`src/rtl/core_pkg.sv`:
```
// Shared constants and state encoding for the scheduler / token controller pair.
package core_pkg;

  localparam int unsigned NUM_AXONS = 256;
  localparam int unsigned AXON_W    = 8;
  localparam int unsigned TICK_W    = 4;

  typedef enum logic [2:0] {
    TC_IDLE  = 3'd0,
    TC_REQ   = 3'd1,
    TC_WAIT  = 3'd2,
    TC_LATCH = 3'd3,
    TC_SCAN  = 3'd4,
    TC_CLEAR = 3'd5,
    TC_DONE  = 3'd6
  } tc_state_t;

endpackage

```
`src/rtl/axon_prio_enc.sv`:
```
// Lowest-set-bit encoder over the axon spike vector.
module axon_prio_enc #(
  parameter int unsigned NUM_AXONS = 256,
  parameter int unsigned AXON_W    = 8
) (
  input  logic [NUM_AXONS-1:0] vec,
  output logic [AXON_W-1:0]    idx,
  output logic                 any
);

  // Scan from the top down so the lowest set bit is the last one written.
  always_comb begin
    idx = '0;
    for (int i = int'(NUM_AXONS) - 1; i >= 0; i--) begin
      if (vec[i]) idx = AXON_W'(i);
    end
  end

  assign any = |vec;

endmodule

```
`src/rtl/token_controller.sv`:
```
// Tick-driven reader: fetches the scheduler's spike vector for a tick, streams
// the set axon IDs over valid/ready, then asks the scheduler to clear/advance.
module token_controller #(
  parameter int unsigned NUM_AXONS = core_pkg::NUM_AXONS,
  parameter int unsigned AXON_W    = core_pkg::AXON_W,
  parameter int unsigned TICK_W    = core_pkg::TICK_W
) (
  input  logic                 clk,
  input  logic                 rst,
  input  logic                 tick,
  output logic                 read_request,
  input  logic [NUM_AXONS-1:0] current_tick_spikes,
  input  logic [TICK_W-1:0]    current_tick,
  output logic                 clear_request,
  input  logic                 error,
  output logic                 error_ack,
  output logic                 axon_valid,
  output logic [AXON_W-1:0]    axon_id,
  output logic [TICK_W-1:0]    axon_tick,
  input  logic                 axon_ready,
  output logic                 busy,
  output logic                 tick_done,
  output logic                 tick_overrun
);

  import core_pkg::*;

  tc_state_t              state;
  logic [NUM_AXONS-1:0]   spike_buf;
  logic [NUM_AXONS-1:0]   buf_next;
  logic [TICK_W-1:0]      tick_reg;
  logic                   pending;
  logic [AXON_W-1:0]      enc_idx;
  logic                   enc_any;

  // Encoder looks at the buffer as it will be next cycle, so axon_valid/axon_id
  // can be registered and still present the next ID right after a handshake.
  axon_prio_enc #(
    .NUM_AXONS (NUM_AXONS),
    .AXON_W    (AXON_W)
  ) u_enc (
    .vec (buf_next),
    .idx (enc_idx),
    .any (enc_any)
  );

  // Next value of the spike buffer: load on LATCH, drop the accepted bit in SCAN.
  always_comb begin
    buf_next = spike_buf;
    if (state == TC_LATCH) begin
      buf_next = current_tick_spikes;
    end else if (state == TC_SCAN && axon_valid && axon_ready) begin
      buf_next[axon_id] = 1'b0;
    end
  end

  assign axon_tick = tick_reg;

  // Tick sequencer with registered outputs, tick queueing and error acknowledge.
  always_ff @(posedge clk) begin
    if (rst) begin
      state         <= TC_IDLE;
      spike_buf     <= '0;
      tick_reg      <= '0;
      pending       <= 1'b0;
      tick_overrun  <= 1'b0;
      read_request  <= 1'b0;
      clear_request <= 1'b0;
      tick_done     <= 1'b0;
      error_ack     <= 1'b0;
      axon_valid    <= 1'b0;
      axon_id       <= '0;
      busy          <= 1'b0;
    end else begin
      read_request  <= 1'b0;
      clear_request <= 1'b0;
      tick_done     <= 1'b0;
      error_ack     <= error;
      spike_buf     <= buf_next;

      // One tick may queue while busy; a second one is dropped and flagged.
      if (state != TC_IDLE && tick) begin
        if (pending) tick_overrun <= 1'b1;
        else         pending      <= 1'b1;
      end

      case (state)
        TC_IDLE: begin
          if (tick || pending) begin
            state        <= TC_REQ;
            read_request <= 1'b1;
            busy         <= 1'b1;
            pending      <= tick && pending;
          end
        end
        TC_REQ:   state <= TC_WAIT;
        TC_WAIT:  state <= TC_LATCH;
        TC_LATCH: begin
          state      <= TC_SCAN;
          tick_reg   <= current_tick;
          axon_valid <= enc_any;
          axon_id    <= enc_idx;
        end
        TC_SCAN: begin
          if (spike_buf == '0) begin
            state         <= TC_CLEAR;
            clear_request <= 1'b1;
          end else begin
            axon_valid <= enc_any;
            axon_id    <= enc_idx;
          end
        end
        TC_CLEAR: begin
          state     <= TC_DONE;
          tick_done <= 1'b1;
        end
        TC_DONE: begin
          state <= TC_IDLE;
          busy  <= 1'b0;
        end
        default: begin
          state <= TC_IDLE;
          busy  <= 1'b0;
        end
      endcase
    end
  end

endmodule
```
`config.mk`:
```
export PLATFORM = sky130hd
export DESIGN_NAME = token_controller
export DESIGN_NICKNAME = d
export VERILOG_FILES = /design/src/rtl/core_pkg.sv /design/src/rtl/axon_prio_enc.sv /design/src/rtl/token_controller.sv
export SDC_FILE = /design/constraint.sdc
export NUM_CORES = 1
export LEC_CHECK = 0
export CORE_MARGIN = 2
export CORE_UTILIZATION = 45
export DETAILED_ROUTE_END_ITERATION = 7
export HOLD_SLACK_MARGIN = 0.05
export PLACE_DENSITY = 0.68
export SLEW_MARGIN = 30
export SYNTH_ARGS = -nofsm -noshare
export SYNTH_HDL_FRONTEND = slang
export SYNTH_SLANG_ARGS = --single-unit
```
`constraint.sdc`:
```
create_clock -name clk -period 3.5 [get_ports clk]
set_input_delay 0.7 -clock clk [delete_from_list [all_inputs] [get_ports clk]]
set_output_delay 0.7 -clock clk [all_outputs]
set_load 0.01 [all_outputs]
```
== After elaboration in Yosys (flattened, before gate mapping) ==
Index checks and enable logic that the tools add are counted.
Cells by class
  muxes and demuxes: 275
  eq/ne operators: 8
  magnitude comparators: 2
  bitwise gates (word level): 5
  reductions and logical operators: 18
Operators with widths (count)
  8-bit two-way mux: 257
  256-bit two-way mux: 2
  256-bit bitwise AND: 1
  256-bit logical NOT: 1
  256-bit inverter: 1
  256-bit OR reduction: 1
  3-bit one-hot mux with 6 select lines: 1
  8-bit one-hot mux with 2 select lines: 1
  8-bit by 9-bit < comparator with 1-bit output (second input constant): 1
  1-bit two-way mux: 9
  1-bit demux with 8-bit select: 1
  8-bit by 1-bit >= comparator with 1-bit output (second input constant): 1
  2-bit AND reduction: 4
  3-bit by 2-bit equality test with 1-bit output (second input constant): 2
  3-bit equality test (second input constant): 2
  3-bit two-way mux: 2
  1-bit logical AND: 5
  5-bit OR reduction: 1
  2-bit inequality test (second input constant): 2
  1-bit one-hot mux with 2 select lines: 2
  2-bit OR reduction: 2
  3-bit by 1-bit equality test with 1-bit output (second input constant): 1
  3-bit logical NOT: 1
  1-bit inverter: 3
  other kinds (4): 4
Word-level totals
  bits in registers: 279
  word-level logic and storage cells: 320
  output and inout bits: 19

== Longest topological paths before layout ==
Gate-level depths: netlist (run 1).
  word-level depth: 266
  gate-level depth with buffers: 17
  mapped depth without buffers: 10

== Cells and area by module ==
From an unflattened synthesis (run 1), not the netlist that was laid out.
Second synthesis, totals
  cell total of the unflattened synthesis: 2289
  area, all modules: 16241.8 sq um
By module, submodules not included
  token_controller: cells each 1665, area each 12798.5 sq um, seq. area each 5585.4 sq um, times used 1
  axon_prio_enc: cells each 624, area each 3443.3 sq um, seq. area each 0.0 sq um, times used 1

== Worst setup path after synthesis (run 1) ==
OpenSTA, ideal clock, no wires.
  kind: input to register
  start: input port axon_ready
  end: register axon_id[1]
  library setup time: 0.127 ns
  slack: 0.119 ns
  arrival: 3.254 ns
  stages on the path: 13
  cells stage by stage: nand4bb_1 -> buf_2 -> buf_6 -> buf_6 -> buf_2 -> nor4_1 -> a2bb2oi_1 -> nand3_1 -> a2111oi_0 -> and3_1 -> o2111ai_1 -> o211ai_1 -> or3b_1
On the way
  word-level cells in the longest chain between the ends: 261
RTL lines
  from (decl): line token_controller.sv:20  | input logic axon_ready,
  1-bit logical AND *: line token_controller.sv:52  | end else if (state == TC_SCAN && axon_valid && axon_ready) begin
  256-bit two-way mux *: line token_controller.sv:52
  256-bit two-way mux *: line token_controller.sv:50  | if (state == TC_LATCH) begin
  8-bit two-way mux (255 in series): line axon_prio_enc.sv:15  | if (vec[i]) idx = AXON_W'(i);
  8-bit two-way mux *: line axon_prio_enc.sv:15
  8-bit two-way mux: line token_controller.sv:105  | if (spike_buf == '0) begin
  8-bit one-hot mux with 2 select lines *: line token_controller.sv:87  | case (state)
  to (signal assigned): line token_controller.sv:102  | axon_id <= enc_idx;
  to (signal assigned): line token_controller.sv:110  | axon_id <= enc_idx;
  to (decl): line token_controller.sv:18  | output logic [AXON_W-1:0] axon_id,
Every way passes the cells marked *; elsewhere a longest branch is shown, timed or not. The select of a mux whose other input is x is not followed.
A chain may end at the register's enable or synchronous reset.

== Worst setup path in the final report (run 1) ==
  start: register axon_id[5]
  end: register axon_id[0]
On the way
  word-level cells in the longest chain between the ends: 266
RTL lines
  8-bit by 9-bit < comparator with 1-bit output (not written as such) or 8-bit by 1-bit >= comparator with 1-bit output (tied branches): line token_controller.sv:53  | buf_next[axon_id] = 1'b0;
  1-bit logical AND (not written as such): line token_controller.sv:53
  1-bit two-way mux (not written as such): line token_controller.sv:53
  1-bit demux with 8-bit select *: line token_controller.sv:53
  256-bit inverter (no source line) *
  256-bit bitwise AND (no source line) *
  256-bit two-way mux *: line token_controller.sv:52
  256-bit two-way mux *: line token_controller.sv:50
  8-bit two-way mux (255 in series): line axon_prio_enc.sv:15
  8-bit two-way mux *: line axon_prio_enc.sv:15
  8-bit two-way mux: line token_controller.sv:105
  8-bit one-hot mux with 2 select lines *: line token_controller.sv:87
Marks and branches as above.

==> flow_summary_export.csv, run 1 <==
group,metric,value,unit
status,status,"finished, violations left",
status,failed_checks,"negative setup slack",
clock_tree,cts_root_buf,"clkbuf_16",
floorplanning,die_w,204,um
synth,ys_ff_latch,279,
critical_path,slowest_delay,460,ps
synth,syn_avg_cell_area,7.44,sq um
synth,synthSimpleGateAreaFrac,32.9,%
finish,drive_gt1_share,31.5,%
flow_run,drv_cap,0,
synth,synth_async_sr_flop_share,0,%
sta,rsz0062_at_grt,"true",
clock_tree,cts_tree,"done",
synth,netlist_instances,2426,
synth,synth_top_family_by_area,"simple AND/OR/NAND/NOR gates",
synth,syn_nets,2691,
global_routing,grt.overflow.total,0,
sta,fmaxAchievable,269,MHz
clock_tree,cts_sinks,279,
floorplanning,dieArea,41700,sq um
synth,synth_cell_type_count,84,
critical_path,critPathMaxFanout,10,
drt,route.detailed.drc,0,
hold_path,hp-class,"flop to flop",
sta,setup_viol,9,
sta,worst_pin_slew,921,ps
synth,synth-edff-count,0,
synth,muxShareOfSynthArea,2.70,%
drt,initialDrtViolationCount,3409,
critical_path,cp-end-kind,"flop",
sta,period_share,106,%
sta,hold_viol,0,
floorplanning,rows,73,
critical_path,rrSetupSlack,-210,ps
critical_path,cp_slowest_cell,"dfxtp_1",
synth,synth_xor_area_share,0,%
drt,viasPerCell,6.47,
sta,holdWs,464,ps
placed_design,place.gp.congestion,1.07,
clock_tree,htree_levels,2,
sta,fin_crit,3710,ps
sta,skew,20.2,ps
sta,setup_ws,-215,ps
drt,drt-total-wl,99500,um
finish,layout_commonest_cell,"buf_4",
placed_design,io_buffers,283,
global_routing,antenna_found_initial,2,
floorplanning,io_pins,284,
pwr,fin_total_pwr,12000,uW
synth,synth_seq_area_share,30.9,%
critical_path,cp_cell_sequence,"buf_4, buf_4, nand3b_4, buf_4, nor3_1, buf_4, a21oi_1, buf_4, a2111oi_0, nand3_1, a221oi_4, o2111ai_4, a21oi_4, o211a_4, o31ai_2",
pwr,p_leak,0.0125,uW
synth,syn-cell-area,18100,sq um
critical_path,cp.buffers_inverters,5,
finish,nets,3595,
synth,yosysWarnings,0,
critical_path,cp_common_cell,"buf_4",
pwr,power_density,407,nW/um^2
global_routing,grt_max_degree,77,
placed_design,dp_worst_setup_slack,-1790,ps
clock_tree,clock_path_buffers,3,
critical_path,start_kind,"flop",
clock_tree,ctsHoldBuffers,0,
synth,synthAdderAreaFrac,0,%
global_routing,grt_pass1_vias,24100,
pwr,ir_drop,397,uV
finish,fill_cells,3039,
floorplanning,die_h,204,um
finish,final_cell_count_no_fill,3881,
synth,synth_compound_area_share,28.0,%
critical_path,worstPathArrival,4160,ps
critical_path,worstSetupPathType,"flop to flop",
critical_path,crit_required,3940,ps
drt,drt.antenna.violating_nets,0,
clock_tree,cts_buffers,35,
sta,slew_headroom,38.6,%
placed_design,dp.cells,3786,
global_routing,grt_pass1_wl,145000,um
drt,routed-via-count,25100,
sta,maxSlewViolCount,0,
clock_tree,clk_latency,560,ps
drt,drt-pass1-iter-count,6,
critical_path,cp_top_family,"compound AO/OA/AOI/OAI gates",
finish,final_cell_mix,"buf_4, nor2_1, clkdlybuf4s50_1, dfxtp_1, nand2_1",
clock_tree,clk_pin_slew,60,ps
synth,synthFlopType,"dfxtp_1",
drt,wl_per_cell,25.6,um
finish,n_antenna_cell,0,
placed_design,dpl.hpwl,74700,um
finish,area_growth_syn_to_layout,62.8,%
floorplanning,coreArea,39600,sq um
floorplanning,start_util,45.6,%
global_routing,grt.total_usage,45.8,%
## layer usage
metal	part of all wire (%)	track usage (%)	vias up
met5	0	0	-
met2	42	69.7	1880
met1	39	58.9	11800
li1	-	-	11000
met3	12	10.8	456
met4	7.0	27.0	0
## through the flow
stage               utilization [%]  setup TNS (ps)  cell area, sq um
floorplan                         -               0             18100
global placement               66.8           -8750             26500
detailed placement             66.8           -9330             26500
CTS                            72.5            -315             28700
global route                   74.2           -1390             29400
finish                         74.2            -697             29400
## logic make-up (layout without fill, tap and decap cells)
group | after synthesis | in the layout
AND/OR/NAND/NOR | 1167 | 1167
AO/OA/AOI/OAI | 730 | 730
flip-flops | 279 | 279
buffers and inverters | 202 | 1132
multiplexers | 48 | 48
## worst paths after layout
path / startpoint / to / cells after the start
min: axon_tick[3]$_SDFFE_PP0P_ / axon_tick[3]$_SDFFE_PP0P_ / 2
min reg2reg: axon_tick[3]$_SDFFE_PP0P_ / axon_tick[3]$_SDFFE_PP0P_ / 2
max: axon_id[5]$_SDFFE_PP0P_ / axon_id[0]$_SDFFE_PP0P_ / 15
max reg2reg: axon_id[5]$_SDFFE_PP0P_ / axon_id[0]$_SDFFE_PP0P_ / 15
## registers in the layout, summed over array words and instances (netlist names)
name,count
busy,1
axon_tick,4
error_ack,1
axon_valid,1
state,3
tick_overrun,1
spike_buf,256
axon_id,8
tick_done,1
clear_request,1
pending,1
read_request,1
## synthesized netlist by cell type (9+ instances only)
| cell | count | area, sq um |
|---|---|---|
| a31o_2 | 9 | 78.8 |
| or3_1 | 21 | 131 |
| nor4b_1 | 10 | 87.6 |
| nor3_1 | 74 | 370 |
| clkbuf_1 | 68 | 255 |
| o21ai_0 | 119 | 596 |
| dfxtp_1 | 279 | 5590 |
| o21a_1 | 34 | 255 |
| o211a_1 | 22 | 220 |
| o41ai_1 | 55 | 482 |
| a21o_1 | 23 | 173 |
| o31ai_1 | 11 | 82.6 |
| nor2b_1 | 19 | 119 |
| o2111ai_1 | 11 | 96.3 |
| a2bb2oi_1 | 33 | 289 |
| nand2b_1 | 34 | 213 |
| a21boi_0 | 10 | 75.1 |
| and2_1 | 70 | 438 |
| nor2_1 | 355 | 1330 |
| or4_1 | 9 | 67.6 |
| o221ai_1 | 18 | 158 |
| o211ai_1 | 46 | 345 |
| a21oi_1 | 200 | 1000 |
| nor4_1 | 130 | 813 |
| inv_1 | 17 | 63.8 |
| a2111oi_0 | 10 | 87.6 |
| nand3_1 | 38 | 190 |
| buf_6 | 9 | 101 |
| and3_1 | 21 | 131 |
| nand2_1 | 257 | 965 |
| a211oi_1 | 24 | 180 |
| nand4bb_1 | 11 | 124 |
| a31oi_1 | 28 | 175 |
| mux2i_1 | 43 | 430 |
| buf_1 | 24 | 90.1 |
| nand4_1 | 44 | 275 |
| buf_4 | 25 | 188 |
| buf_2 | 59 | 295 |
| a211o_1 | 16 | 140 |
## worst register-to-register path, stage by stage, from the launching register on
cell       delay [ps]
dfxtp_1           460
buf_4             190
buf_4             110
nand3b_4          150
buf_4             230
nor3_1            230
buf_4             240
a21oi_1           130
buf_4             180
a2111oi_0         420
nand3_1           270
a221oi_4          290
o2111ai_4         160
a21oi_4           260
o211a_4           220
o31ai_2            60
## report_power, final
part	switching, uW	total, uW	internal [uW]
clock network	1540	3710	2180
logic	2570	4900	2330
registers	84.4	3370	3280
total	4190	12000	7790
## final cells by class
class,count,area (sq um),share of cell area [%]
multi-input combinational,1945,12800,43.6
timing repair buffer,1052,9130,31.1
sequential,279,5600,19.0
clock buffer,55,1070,3.65
tap,525,657,2.23
clock inverter,8,65.1,0.221
inverter,17,63.8,0.217
## what timing repair did
item,4_1_cts,5_1_grt
pin swaps,45,49
setup buffers,26,6
resized for setup,159,109
setup endpoints to repair,9,9
cloned,4,0
Power figures use the tool's default switching activity.
==> inputs of run 2 (changes only) <==
Settings changed: TNS_END_PERCENT set to 20.
==> run 2 against run 1 <==
- hold slack worse by 2.5 ps
- worst setup slack better by 39 ps
- the flow still finishes with violations (negative setup slack)
- largest power group unchanged
- via count down 0.32%
- die area did not move
- cell area down 0.91%
- global-route usage decreased by 0.29 points
- clock-buffer cell count did not move
- cell count barely moved
==> flow_summary_export.csv, run 2 (synthesized netlist as in run 1, its figures left out) <==
group,metric,value,unit
critical_path,reg2reg_from,"axon_id[0]$_SDFFE_PP0P_",
drt,drt.antenna.violating_nets,0,
sta,period_share,105,%
clock_tree,cts_buffers,35,
critical_path,worstSetupPathType,"flop to flop",
hold_path,hp-class,"flop to flop",
drt,initialDrtViolationCount,3261,
drt,drt-pass1-iter-count,8,
clock_tree,cts_root_buf,"clkbuf_16",
placed_design,place.gp.congestion,1.07,
sta,maxSlewViolCount,0,
clock_tree,clk_pin_slew,60,ps
critical_path,r2r_cells,16,
critical_path,cp-endpoint,"axon_id[6]$_SDFFE_PP0P_",
critical_path,critPathMaxFanout,9,
clock_tree,htree_levels,2,
critical_path,rr_endpoint,"axon_id[6]$_SDFFE_PP0P_",
finish,layout_commonest_cell,"buf_4",
sta,fin_crit,3680,ps
drt,viasPerCell,6.46,
clock_tree,clock_path_buffers,3,
floorplanning,rows,73,
sta,skew,20.6,ps
hold_path,min_path_cells,2,
critical_path,crit_required,3980,ps
floorplanning,dieArea,41700,sq um
global_routing,grt_pass1_wl,144000,um
sta,slew_headroom,37.2,%
clock_tree,clk_latency,560,ps
global_routing,grt.total_usage,45.5,%
finish,nets,3591,
global_routing,grt_pass1_vias,24000,
drt,wl_per_cell,25.4,um
floorplanning,coreArea,39600,sq um
clock_tree,cts_tree,"done",
pwr,p_leak,0.0124,uW
floorplanning,die_w,204,um
sta,setup_viol,9,
critical_path,crit_start,"axon_id[0]$_SDFFE_PP0P_",
finish,area_growth_syn_to_layout,61.3,%
floorplanning,start_util,45.6,%
sta,fmaxAchievable,272,MHz
sta,rsz0062_at_grt,"true",
sta,setup_ws,-175,ps
sta,worst_pin_slew,942,ps
finish,post-route-util,73.5,%
finish,final_cell_mix,"buf_4, nor2_1, clkdlybuf4s50_1, dfxtp_1, nand2_1",
critical_path,start_kind,"flop",
sta,hold_viol,0,
finish,fill_cells,3103,
status,failed_checks,"negative setup slack",
floorplanning,io_pins,284,
pwr,ir_drop,390,uV
sta,holdWs,461,ps
floorplanning,die_h,204,um
finish,largest-register,"spike_buf",
critical_path,rrSetupSlack,-180,ps
finish,drive_gt1_share,30.6,%
clock_tree,cts_sinks,279,
global_routing,antenna_found_initial,2,
critical_path,cp-end-kind,"flop",
critical_path,worstPathArrival,4160,ps
pwr,power_density,406,nW/um^2
drt,drt-total-wl,98700,um
drt,routed-via-count,25000,
status,status,"finished, violations left",
placed_design,io_buffers,283,
finish,largest_reg_flops,256,
global_routing,grt.overflow.total,0,
placed_design,dpl.hpwl,74700,um
flow_run,drv_cap,0,
drt,route.detailed.drc,0,
global_routing,grt_max_degree,77,
-- run 2: cell count changes in the layout (fill, tap and decap cells not counted), sizes merged --
cell	before	now
buf	767	763
diode	0	1
-- run 2: worst min path at each step --
stage	startpoint	endpoint
finish	axon_tick[3]$_SDFFE_PP0P_	axon_tick[3]$_SDFFE_PP0P_
CTS	axon_tick[3]$_SDFFE_PP0P_	axon_tick[3]$_SDFFE_PP0P_
global route	tick_overrun$_SDFFE_PP0P_	tick_overrun$_SDFFE_PP0P_
global placement	axon_tick[3]$_SDFFE_PP0P_	axon_tick[3]$_SDFFE_PP0P_
floorplan	pending$_SDFF_PP0_	pending$_SDFF_PP0_
detailed placement	axon_tick[0]$_SDFFE_PP0P_	axon_tick[0]$_SDFFE_PP0P_
-- run 2: cell type report --
type	count	area [sq um]	area share, %
Multi-Input combinational cell	1945	12600	43.3
Timing Repair Buffer	1048	9060	31.1
Sequential cell	279	5600	19.2
Clock buffer	55	1070	3.68
Tap cell	525	657	2.25
Clock inverter	8	65.1	0.223
Inverter	17	63.8	0.219
Antenna cell	1	2.50	0.00859
-- run 2: critical path, cell delays in order, from the launching register on --
cell       delay [ps]
dfxtp_1           390
buf_4             180
buf_4             160
nand4_1           160
buf_4             210
buf_4             150
nor4_1            510
a2bb2oi_2         270
buf_4             150
nand2_1            40
or3_1             490
nor2_2            180
nand4_1           220
nor2_2            200
buf_4             130
a22oi_1            60
nor2_1             90
-- run 2: routing by layer --
layer  track usage [%]  routed length [um]  vias to the layer above  part of all wire (%)
li1                  -                   -                    10900                     -
met1              58.6               37700                    11800                    38
met2              69.0               41600                     1881                    42
met3              10.5               12500                      430                    13
met4              27.4                6850                        0                   6.9
met5                 0                   0                        -                     0
-- run 2: repair_timing --
item                                    in CTS  in global routing
cloned                                       4                  0
endpoints found under the setup margin       9                  9
hold buffers                                 0                  0
buffers inserted                            21                  6
pin swaps                                   29                 36
gates resized for setup                    124                 97
-- run 2: power by group --
group	total, uW	switching, uW	leakage, uW	internal (uW)
combinational	4750	2500	0.00957	2250
sequential	3370	83.7	0.00226	3280
clock	3710	1530	0.000567	2180
-- run 2: through the flow --
stage | power (uW) | cells | cell area [sq um] | worst slack (ps) | setup TNS (ps)
after global routing | 12100 | 3877 | 29100 | -240 | -1800
after floorplan | 5160 | 2426 | 18100 | 119 | 0
final | 11800 | 3878 | 29100 | -175 | -1340
after detailed placement | 7500 | 3786 | 26500 | -1790 | -9330
after CTS | 11500 | 3871 | 28500 | -104 | -508
after global placement | 7480 | 3786 | 26500 | -1750 | -8750
==> RTL change (config.mk and constraints of run 2) <==
`spike_buf` no longer has a reset.
--- a/src/rtl/token_controller.sv
+++ b/src/rtl/token_controller.sv
@@ -60,7 +60,6 @@
   always_ff @(posedge clk) begin
     if (rst) begin
       state         <= TC_IDLE;
-      spike_buf     <= '0;
       tick_reg      <= '0;
       pending       <= 1'b0;
       tick_overrun  <= 1'b0;
@@ -76,7 +75,6 @@
       clear_request <= 1'b0;
       tick_done     <= 1'b0;
       error_ack     <= error;
-      spike_buf     <= buf_next;
 
       // One tick may queue while busy; a second one is dropped and flagged.
       if (state != TC_IDLE && tick) begin
@@ -126,4 +124,8 @@
     end
   end
 
+  always_ff @(posedge clk) begin
+    spike_buf <= buf_next;
+  end
+
 endmodule
Behaviour: same outputs for any inputs over 4 cycles, from zero or initial values and one cycle with rst high; that may be too few to reach the edited logic, so the function may still have changed.
==> RTL change against run 2 <==
Area after synthesis is 8.4% lower. Setup slack better by 0.019 ns. Largest cell class unchanged. Core utilization is 0.48 points higher. Wire length is 9.0% lower. Final area is 7.5% lower. Hold slack hardly changed. Non-clock buffer count is 69 lower. The flow still finishes with violations (negative setup slack). Sequential cell count stayed put. Critical path depth is 3 lower. Clock skew is 0.0057 ns lower.
Power is not compared: it rests on default switching activity, and its combinational part moved more than twofold at a synthesized area within 25%.
==> RTL change: results (changes against run 2) <==
.. list-table::
   :header-rows: 1

   * - Metric
     - Value
   * - Clock insertion delay at the later pin of the skew report
     - 0.56 ns (about the same)
   * - Worst EP arrival
     - 4.11 ns (-0.05 ns)
   * - Measured slew at the worst slew-check pin
     - 0.758 ns (-0.184 ns)
   * - Syn_nets
     - 2377 (-12%)
   * - Area of the core region
     - 36400 um2 (-8.1%)
   * - LEAKAGE
     - ~11 nW
   * - Buffers from clock root to sink, at most
     - 3 (unchanged)
   * - Final RePlAce weighted congestion
     - 1.09 (+2.0%)
   * - Top register by number of flip-flops
     - spike_buf
   * - Number of distinct library cells after synthesis
     - 87 (+3.6%)
   * - Count of nets after finishing
     - 3227 (-10%)
   * - Buffer cell driving the clock tree root
     - clkbuf_16
   * - Number of flip-flops in the largest register
     - 256 (unchanged)
   * - Deepest level of the CTS H-tree
     - 2 (unchanged)
   * - Filler Cells Inserted
     - 2775 (-11%)
   * - Fin worst setup slack
     - -0.157 ns (+0.0186 ns)
   * - Fraction of final layout cells with drive strength greater than 1
     - 32.5% (+1.9 points)
   * - Critical path's largest stage delay
     - 0.53 ns (+0.02 ns)
   * - Routed length per placed instance
     - 26.0 um (+2.1%)
   * - Global-route wire length before repair
     - 131 mm (-9.0%)
   * - Largest cells by area after synthesis
     - dfxtp_1 34%, o41ai_1 8.2%, nand2_1 6.9%
   * - Maximum resistive drop on vdd
     - 0.618 mV
   * - Largest net degree at the start of global routing
     - 65 (-16%)
   * - Clock Skew
     - 0.0149 ns (-0.00566 ns)
   * - Cell type of the slowest stage on the worst timing path
     - or4_4
   * - Worst-path clk slew
     - 0.06 ns (about the same)
   * - Vias in the first global route
     - 21700 (-9.9%)
   * - CTS Buf Count
     - 35 (unchanged)
   * - Failing checks
     - negative setup slack
   * - Port Buffer Count
     - 283 (unchanged)
   * - Number of antenna violations at the first check in global routing
     - 3 (+1)
   * - Total setup violations reported at the end of the flow
     - 9 (unchanged)
   * - Maximum net fanout on the critical path
     - 7 (-2)
   * - TritonRoute pass-1 iters
     - 6 (-2)
   * - Global-route usage over all layers
     - 45.1% (-0.39 points)
   * - Result of the run
     - complete, but fails checks
   * - Starting DRT DRC Count
     - 3151 (-3.4%)
   * - Worst slack at placement
     - -1.15 ns (+0.632 ns)
   * - Vias per std cell
     - 6.51 (+0.89%)
   * - Estimated wirelength of the detail-placed design
     - 68.0 mm (-9.1%)
   * - Sequential element share of the synthesized area
     - 33.8% (+2.8 points)
   * - Cell types with the highest counts after synthesis
     - 302 x nand2_1, 279 x dfxtp_1, 169 x o21ai_0
   * - Sw Pwr
     - around 8.8 mW
[RTL change: kinds of logic after synthesis]
family / count (synthesis) / share of synthesized area [%]
AND/OR/NAND/NOR: 865 / 27.2
AO/OA/AOI/OAI: 717 / 30.5
buffers and inverters: 215 / 6.25
flip-flops: 279 / 33.8
multiplexers: 36 / 2.21
[RTL change: power groups by stage]
stage	logic [mW]	registers (mW)	clock network [mW]
finish	12.0	5.78	3.65
global route	12.7	5.84	3.77
CTS	11.4	5.66	3.64
detailed placement	10.7	5.66	0
global placement	10.6	5.63	0
floorplan	5.13	5.26	0
[RTL change: area by class of cell]
cell class	instances	area [um2]	area share [%]
clock inverter	7	40.0	0.149
timing repair buffer	979	8520	31.6
antenna	3	7.51	0.0279
multi-input combinational	1618	10900	40.6
clock buffer	54	1080	4.01
inverter	49	184	0.682
tap	468	586	2.17
sequential	279	5610	20.8
[RTL change: worst register-to-register path, delay by kind of cell (launching register included)]
family	cells	cell delay, ns
flops	1	0.32
compound gates	5	0.84
buf+inv	4	0.63
simple gates	4	1.78
[RTL change: final timing paths]
check,cells after the start,startpoint,slack [ns],end
worst max register to register,13,state[1]$_SDFFE_PP0P_,-0.16,axon_id[0]$_SDFFE_PP0P_
worst max-delay path,13,state[1]$_SDFFE_PP0P_,-0.16,axon_id[0]$_SDFFE_PP0P_
worst min-delay path,2,axon_tick[1]$_SDFFE_PP0P_,0.46,axon_tick[1]$_SDFFE_PP0P_
worst min register to register,2,axon_tick[1]$_SDFFE_PP0P_,0.46,axon_tick[1]$_SDFFE_PP0P_
[RTL change: per-stage QoR]
stage	cells	setup TNS [ns]	hold slack [ns]	util (%)	area (um2)
floorplan	2112	0	0.457	-	16500
global placement	3359	-7.86	0.442	67.0	24400
detailed placement	3359	-7.87	0.455	67.0	24400
CTS	3446	-0.259	0.462	73.2	26700
global route	3454	-2.25	0.473	74.0	26900
finish	3457	-1.00	0.461	74.0	27000
[RTL change: metal layers]
layer,up-vias,track usage (%),wire [um],share of wire (%)
met5,-,0,13,0.014
met4,2,23.9,5150,5.7
met3,321,13.6,12200,14
met2,1668,65.5,36900,41
met1,10700,60.1,35600,40
li1,9858,-,-,-
[RTL change: repair_timing]
action,in CTS,in global routing
setup endpoints to repair,9,9
gates cloned,2,0
pin swaps,55,13
resized for setup,181,48
setup buffers,24,8
